[config.mk]
export PLATFORM = sky130hd
export DESIGN_NAME = bpm2per_flat
export DESIGN_NICKNAME = d
export VERILOG_FILES = /design/src/rtl/bpm2per_if.sv /design/src/rtl/bpm2per.sv /design/src/flat_wrapper.sv
export SDC_FILE = /design/constraint.sdc
export NUM_CORES = 1
export LEC_CHECK = 0
export BUFFER_PORTS_ARGS = -buffer_cell sky130_fd_sc_hd__buf_2
export CORE_UTILIZATION = 45
export CTS_CLUSTER_DIAMETER = 30
export DETAILED_ROUTE_END_ITERATION = 10
export GPL_TIMING_DRIVEN = 0
export REMOVE_ABC_BUFFERS = 1
export SYNTH_ARGS = -nofsm -noshare
export SYNTH_HDL_FRONTEND = slang
export SYNTH_SLANG_ARGS = --single-unit
[constraint.sdc]
create_clock -name clk_i -period 4.7 [get_ports clk_i]
set_input_delay 0.47 -clock clk_i [delete_from_list [all_inputs] [get_ports clk_i]]
set_output_delay 0.47 -clock clk_i [all_outputs]
set_load 0.03 [all_outputs]
[src/rtl/bpm2per_if.sv]
// rtl/bpm2per_if.sv - request/result bus between a tempo source and the bpm2per converter.
interface bpm2per_if #(
    parameter int PER_WIDTH = 24,
    parameter int BPM_WIDTH = 8
);
    logic [BPM_WIDTH-1:0] bpm_i;
    logic                 bpm_valid;
    logic [PER_WIDTH-1:0] btn_per_o;
    logic                 btn_per_valid;
    logic                 busy_o;

    modport master (
        output bpm_i, bpm_valid,
        input  btn_per_o, btn_per_valid, busy_o
    );

    modport slave (
        input  bpm_i, bpm_valid,
        output btn_per_o, btn_per_valid, busy_o
    );
endinterface

[src/rtl/bpm2per.sv]
// rtl/bpm2per.sv - BPM to beat period (floor(PER_CONST/bpm)) via a 1-bit/clock restoring divider.
// Optional beat generator enabled by defining BPM2PER_PULSE_EN.
module bpm2per #(
    parameter int PER_WIDTH = 24,
    parameter int BPM_WIDTH = 8,
    parameter int PER_CONST = 60000
) (
    input  logic       clk_i,
    input  logic       rst_i,
    bpm2per_if.slave   bus
`ifdef BPM2PER_PULSE_EN
    ,
    input  logic       tick_i,
    output logic       beat_o
`endif
);
    localparam int CNT_W = $clog2(PER_WIDTH);

    localparam logic [1:0] S_IDLE = 2'd0;
    localparam logic [1:0] S_DIV  = 2'd1;
    localparam logic [1:0] S_DONE = 2'd2;

    logic [1:0]           r_state;
    logic [BPM_WIDTH-1:0] r_div;
    logic [BPM_WIDTH-1:0] r_rem;
    logic [PER_WIDTH-1:0] r_dvd;
    logic [CNT_W-1:0]     r_cnt;
    logic [PER_WIDTH-1:0] r_per;
    logic                 r_valid;

    logic [BPM_WIDTH:0]   w_sh;
    logic [BPM_WIDTH:0]   w_div_ext;
    logic                 w_ge;
    logic [BPM_WIDTH-1:0] w_rem_nx;
    logic [PER_WIDTH-1:0] w_q_nx;

    // Remainder stays below the divisor, so BPM_WIDTH bits suffice; with a zero
    // divisor every step subtracts nothing and the quotient saturates to all ones.
    assign w_sh      = {r_rem, r_dvd[PER_WIDTH-1]};
    assign w_div_ext = {1'b0, r_div};
    assign w_ge      = (w_sh >= w_div_ext);
    assign w_rem_nx  = w_ge ? BPM_WIDTH'(w_sh - w_div_ext) : w_sh[BPM_WIDTH-1:0];
    assign w_q_nx    = {r_dvd[PER_WIDTH-2:0], w_ge};

    always_ff @(posedge clk_i or negedge rst_i) begin
        if (!rst_i) begin
            r_state <= S_IDLE;
            r_div   <= '0;
            r_rem   <= '0;
            r_dvd   <= '0;
            r_cnt   <= '0;
            r_per   <= '0;
            r_valid <= 1'b0;
        end else begin
            r_valid <= 1'b0;
            case (r_state)
                S_IDLE: begin
                    if (bus.bpm_valid) begin
                        r_div   <= bus.bpm_i;
                        r_rem   <= '0;
                        r_dvd   <= PER_WIDTH'(PER_CONST);
                        r_cnt   <= CNT_W'(PER_WIDTH - 1);
                        r_state <= S_DIV;
                    end
                end
                S_DIV: begin
                    r_rem <= w_rem_nx;
                    r_dvd <= w_q_nx;
                    if (r_cnt == '0) begin
                        r_per   <= w_q_nx;
                        r_valid <= 1'b1;
                        r_state <= S_DONE;
                    end else begin
                        r_cnt <= r_cnt - 1'b1;
                    end
                end
                S_DONE:  r_state <= S_IDLE;
                default: r_state <= S_IDLE;
            endcase
        end
    end

    assign bus.btn_per_o     = r_per;
    assign bus.btn_per_valid = r_valid;
    assign bus.busy_o        = (r_state != S_IDLE);

`ifdef BPM2PER_PULSE_EN
    logic [PER_WIDTH-1:0] r_tick_cnt;
    logic [PER_WIDTH-1:0] r_act_per;
    logic                 r_beat;
    logic                 w_no_beat;

    // An all-ones period (bpm 0) is treated like an unloaded one so a later tempo can take over.
    assign w_no_beat = (r_act_per == '0) || (&r_act_per);

    always_ff @(posedge clk_i or negedge rst_i) begin
        if (!rst_i) begin
            r_tick_cnt <= '0;
            r_act_per  <= '0;
            r_beat     <= 1'b0;
        end else begin
            r_beat <= 1'b0;
            if (w_no_beat) begin
                r_tick_cnt <= '0;
                r_act_per  <= r_per;
            end else if (tick_i) begin
                if (r_tick_cnt == r_act_per - 1'b1) begin
                    r_tick_cnt <= '0;
                    r_beat     <= 1'b1;
                    r_act_per  <= r_per;
                end else begin
                    r_tick_cnt <= r_tick_cnt + 1'b1;
                end
            end
        end
    end

    assign beat_o = r_beat;
`endif
endmodule

[src/flat_wrapper.sv]
// flat-port wrapper written by rule: the top's interface ports become plain ports
module bpm2per_flat 
#(
    parameter int PER_WIDTH = 24,
    parameter int BPM_WIDTH = 8,
    parameter int PER_CONST = 60000
)
  (clk_i, rst_i, bus_bpm_i, bus_bpm_valid, bus_btn_per_o, bus_btn_per_valid, bus_busy_o);
  bpm2per_if #(.PER_WIDTH(PER_WIDTH), .BPM_WIDTH(BPM_WIDTH)) bus_i ();
  input  logic clk_i;
  input  logic rst_i;
  input wire logic [$bits(bus_i.bpm_i)-1:0] bus_bpm_i;
  input wire logic [$bits(bus_i.bpm_valid)-1:0] bus_bpm_valid;
  output wire logic [$bits(bus_i.btn_per_o)-1:0] bus_btn_per_o;
  output wire logic [$bits(bus_i.btn_per_valid)-1:0] bus_btn_per_valid;
  output wire logic [$bits(bus_i.busy_o)-1:0] bus_busy_o;
  assign bus_i.bpm_i = bus_bpm_i;
  assign bus_i.bpm_valid = bus_bpm_valid;
  assign bus_btn_per_o = bus_i.btn_per_o;
  assign bus_btn_per_valid = bus_i.btn_per_valid;
  assign bus_busy_o = bus_i.busy_o;
  bpm2per #(.PER_WIDTH(PER_WIDTH), .BPM_WIDTH(BPM_WIDTH), .PER_CONST(PER_CONST)) u_core (.clk_i(clk_i), .rst_i(rst_i), .bus(bus_i));
endmodule
==> results of run 1 <==
where the power goes:
part	internal [mW]	switching [mW]
logic	0.563	0.783
registers	0.902	0.188
clock network	0.208	0.232
total	1.67	1.20
final timing paths:
path | cells after the start | start | to | slack [ns]
setup / recovery | 6 | u_core.r_rem[5] | u_core.r_rem[2] | 2.53
hold / removal | 3 | bus_bpm_i[5] | u_core.r_div[5] | 0.33
setup reg to reg | 6 | u_core.r_rem[5] | u_core.r_rem[2] | 2.53
hold reg to reg | 2 | u_core.bus.btn_per_o[20] | u_core.bus.btn_per_o[20] | 0.47
max in group asynchronous | 3 | rst_i | u_core.bus.btn_per_o[14] | 3.60
min in group asynchronous | 2 | rst_i | u_core.r_div[6] | 0.55
per-layer routing:
| metal | wire [µm] | global-route usage (%) | vias up | part of all wire, % |
|---|---|---|---|---|
| met3 | 149 | 3.90 | 5 | 2.5 |
| met4 | 68 | 9.55 | 0 | 1.1 |
| met5 | 0 | 0 | - | 0 |
| met2 | 2740 | 28.3 | 32 | 45 |
| li1 | - | - | 1132 | - |
| met1 | 3070 | 25.7 | 1119 | 51 |
worst max-delay path: stages (launching register included):
cell      delay (ns)
dfrtp_1         0.42
ha_1            0.41
a21oi_4         0.21
o221ai_2        0.12
a21oi_2         0.55
mux2i_1         0.27
o21ai_1         0.07
Yosys cell counts (2+ instances only):
library cell / instances
nor2_1: 8
a22o_1: 15
xor2_1: 5
o22a_1: 7
or2_2: 2
nand3_1: 4
o311ai_1: 2
clkbuf_1: 10
mux2i_1: 2
or2_1: 2
nand2b_1: 2
buf_2: 2
o21ai_1: 4
ha_1: 10
nand2_1: 90
nor3_1: 3
nor2b_1: 6
inv_1: 16
a21oi_1: 6
buf_4: 2
a32oi_1: 3
or3_1: 2
xnor2_1: 2
dfrtp_1: 72
o21ai_0: 14
final cells by class:
class	count	share of cell area, %
Tap cell	96	3.29
Inverter	17	1.75
Multi-Input combinational cell	209	34.5
Timing Repair Buffer	39	6.44
Clock inverter	4	0.788
Sequential cell	72	49.3
Clock buffer	12	3.97
cells by family (layout without fill, tap and decap cells):
group	after synthesis	in the layout	synth area share (%)
buf+inv	32	72	4.31
xor+xnor	7	7	1.92
compound gates	63	63	15.0
fa+ha+maj	11	11	4.54
flops	72	72	56.4
simple gates	125	125	16.9
mux	3	3	0.979
repair_timing:
item,4_1_cts,5_1_grt
setup buffers,0,0
hold endpoints to repair,2,0
hold buffers,1,0
endpoints found under the setup margin,0,0
registers in the layout (all words and copies together), names as in the netlist:
register / flops
u_core.bus.btn_per_o: 24
u_core.bus.btn_per_valid: 1
u_core.r_cnt: 5
u_core.r_div: 8
u_core.r_dvd: 24
u_core.r_rem: 8
u_core.r_state: 2
per-stage QoR:
stage | util (%) | setup slack (ns) | hold slack, ns | instance area [µm²] | total power [mW]
final | 53.5 | 2.53 | 0.326 | 3650 | 2.88
after CTS | 53.5 | 2.52 | 0.311 | 3650 | 2.91
after detailed placement | 50.8 | 2.53 | 0.375 | 3470 | 2.45
after global routing | 53.5 | 2.32 | 0.322 | 3650 | 3.13
after floorplan | - | 2.42 | 0.174 | 3120 | 2.12
after global placement | 50.1 | 1.24 | 0.453 | 3420 | 2.41
==> metrics.yaml, run 1 <==
vias: 2288
coreArea_mm2: 0.00683
ant_nets: 0
synthCells: 313
final_cells: 449
nFillCells: 671
required_ns: 4.91
arrival_ns: 2.38
ys_seq_elements: 72
antenna_found_initial: 0
clock_path_buffers: 2
clockRootBuffer: "clkbuf_8"
final_nets: 370
critPathMaxFanout: 16
io_buffers: 36
wl_per_cell_um: 13.4
firstDrtPassIters: 4
cts_resized: 0
syn_area_per_cell_um2: 10.2
area.growth.synth_to_final_pct: 14.3
grt_start_max_net_pins: 55
clock_latency_ns: 0.34
die_area_mm2: 0.00744
ys.flop_type: "dfrtp_1"
cts_tree: "yes"
max_freq_mhz: 460
grt_pass1_vias: 2268
crit_path_start_kind: "register"
start_util_pct: 46.8
multiInputGateArea_mm2: 0.00126
die_y_um: 86.3
hold_path_class: "input pin to register"
period_minus_slack_ns: 2.17
power_per_cell_area_mw_per_mm2: 787
drive_above_1_share_pct: 18.7
tightest_slew_ns: 0.903
globalRouteOverflowTotal: 0
dp_hpwl_mm: 3.85
htreeDepth: 3
gp_congestion: 0.785
yosysWarnings: 0
finalHoldViolations: 0
synth_top_cell_by_area: "dfrtp_1"
synthArstFlopShare_pct: 100
rsz0062_at_grt: "no"
dp.cells: 432
drt_wl_total_mm: 6.03
fin_crit_sh_pct: 46.2
route.detailed.drc: 0
slew_headroom_pct: 39.8
critPathCaptureType: "register"
row_count: 30
diodes: 0
die_w_um: 86.3
ys_seq_area_share_pct: 56.4
synthTopCellsByArea: "dfrtp_1, nand2_1, a22o_1"
clock-sinks: 72
grt_pass1_wl_mm: 10.7
ff_latch_area_mm2: 0.00180
syn_area_mm2: 0.00320
status: "completed"
path_clk_slew_ns: 0.08
synth.distinct_cells: 47
setup_tns_ns: 0
final_common_cell: "nand2_1"
slew_viol_final: 0
cap_violations: 0
p_leak_nw: 1.81
numCtsBuffers: 9
yosys.area.top_type_share_pct: 56.4
synth_edf_count: 0
criticalPathCategory: "register to register"
via_per_inst: 5.10
drt_iter0_drc: 135
setup_viol: 0
fin_skew_ns: 0.0118
grt_usage_pct: 18.7
layout_common_cells: "nand2_1, dfrtp_1, buf_2"
ir_drop_mv: 0.365
io_pins: 37
No activity file was read; power rests on OpenSTA's default activity.
==> inputs of run 2 (changes only) <==
Settings changed: PLACE_DENSITY set to 0.67.
Clock period 4.7 ns to 1.9 ns, I/O delays scaled along.
==> metrics.yaml, run 2 (same netlist as run 1, synthesis figures left out) <==
final_common_cell: "nand2_1"
die_y_um: 86.3
power.share.clock_pct: 15.1
p_leak_nw: 1.82
grt_pass1_wl_mm: 10.4
dp_hpwl_mm: 3.82
rsz0062_at_grt: "yes"
final_nets: 370
status: "complete, but fails checks"
max_freq_mhz: 554
die_w_um: 86.3
clock_path_buffers: 2
finalHoldViolations: 53
p_sw_mw: 3.22
clock-sinks: 72
final_cell_area_mm2: 0.00377
crit_path_start_kind: "register"
period_minus_slack_ns: 1.81
ant_nets: 0
combinationalPowerShare_pct: 49.1
die_area_mm2: 0.00744
drive_above_1_share_pct: 24.9
layout_setup_ws_ns: 0.0948
htreeDepth: 3
via_per_inst: 5.06
power_per_cell_area_mw_per_mm2: 2020
area.growth.synth_to_final_pct: 17.9
violations: "hold timing"
internal-power_mw: 4.38
fin_util_pct: 55.1
cap_violations: 0
cts_tree: "yes"
rrSetupSlack_ns: 0.09
clockRootBuffer: "clkbuf_8"
wl_per_cell_um: 13.5
hold_slack_ns: -0.0427
io_buffers: 36
globalRouteOverflowTotal: 0
setup_viol: 0
clock_latency_ns: 0.35
ir_drop_mv: 0.724
crit_end: "u_core.r_rem[4]"
row_count: 30
gp_congestion: 0.813
p_seq_share_pct: 35.9
grt_pass1_vias: 2171
arrival_ns: 2.09
slew_headroom_pct: 39.2
hold_path_class: "input pin to async pin"
path_clk_slew_ns: 0.08
drt_wl_total_mm: 6.04
critPathMaxFanout: 7
r2r_start: "u_core.r_rem[6]"
grt_usage_pct: 18.1
r2r_end: "u_core.r_rem[4]"
ff_latch_area_mm2: 0.00180
criticalPathCategory: "register to register"
slew_viol_final: 0
drt_iter0_drc: 160
switching_share_pct: 42.4
antenna_found_initial: 0
firstDrtPassIters: 4
dp.cells: 431
fin_skew_ns: 0.00917
coreArea_mm2: 0.00683
place_worst_setup_slack_ns: -0.246
multiInputGateArea_mm2: 0.00137
start_util_pct: 46.8
rr_worst_depth: 6
nFillCells: 631
io_pins: 37
required_ns: 2.19
fin_crit_sh_pct: 95.0
diodes: 0
vias: 2272
grt_start_max_net_pins: 73
dpl_cell_area_mm2: 0.00344
critPathCaptureType: "register"
route.detailed.drc: 0
tightest_slew_ns: 0.912
crit_path_start: "u_core.r_rem[6]"
final_cells: 449
layout_common_cells: "nand2_1, dfrtp_1, buf_2"
numCtsBuffers: 9
-- run 2: changes by cell type in the layout (fill, tap and decap cells not counted), sizes merged --
| cell | change |
|---|---|
| clkinvlp | -1 |
| dlygate4sd3 | -1 |
| clkbuf | -2 |
| clkinv | +3 |
| a21oi | +1 |
-- run 2: how the worst min path moves through the flow --
| stage | from | endpoint | slack [ns] | cells past startpoint |
|---|---|---|---|---|
| global placement | bus_bpm_i[3] | u_core.r_div[3] | 0.40 | 3 |
| finish | rst_i | u_core.r_div[1] | -0.04 | 1 |
| global route | rst_i | u_core.r_div[3] | 0.03 | 1 |
| CTS | rst_i | u_core.r_div[3] | 0.001 | 1 |
| detailed placement | rst_i | u_core.r_div[6] | 0.38 | 1 |
| floorplan | rst_i | u_core.bus.btn_per_o[0] | -0.11 | 0 |
-- run 2: per-stage QoR --
step	setup TNS, ns	power (mW)	hold slack, ns
floorplan	-9.25	5.24	-0.106
global placement	-42.31	5.93	0.396
detailed placement	-6.49	6.07	0.383
CTS	0	7.38	0.00115
global route	-0.0389	8.23	0.0343
finish	0	7.60	-0.0427
-- run 2: power by group through the flow --
| stage | registers (mW) | clock network (mW) | logic, mW |
|---|---|---|---|
| after floorplan | 3.01 | 0 | 2.23 |
| after global placement | 2.70 | 0 | 3.23 |
| after detailed placement | 2.73 | 0 | 3.34 |
| after CTS | 2.70 | 1.17 | 3.51 |
| after global routing | 2.82 | 1.25 | 4.16 |
| final | 2.73 | 1.14 | 3.73 |
-- run 2: layer usage --
metal / part of all wire (%) / global-route usage (%) / vias to the layer above / wire (µm)
li1: - / - / 1126 / -
met1: 50 / 25.2 / 1093 / 3020
met2: 45 / 26.8 / 43 / 2700
met3: 3.2 / 4.10 / 10 / 196
met4: 2.0 / 9.09 / 0 / 121
met5: 0 / 0 / - / 0
-- run 2: final cells by class --
cell class,count,area share [%]
clock inverter,6,1.36
multi-input combinational,210,36.4
inverter,17,2.03
clock buffer,10,3.65
sequential,72,47.9
tap,96,3.19
timing repair buffer,38,5.45
-- run 2: what timing repair did --
action,in CTS,in global routing
cloned,1,0
resized for setup,8,21
setup endpoints to repair,34,35
pin swaps,1,2
buffers inserted,1,0
hold buffers,0,0
-- run 2: critical path: stages, from the launching register on --
cell      delay (ns)
dfrtp_1         0.41
ha_2            0.40
nand3_2         0.11
o221ai_2        0.26
a21oi_2         0.13
or3_1           0.37
nand2_1         0.06
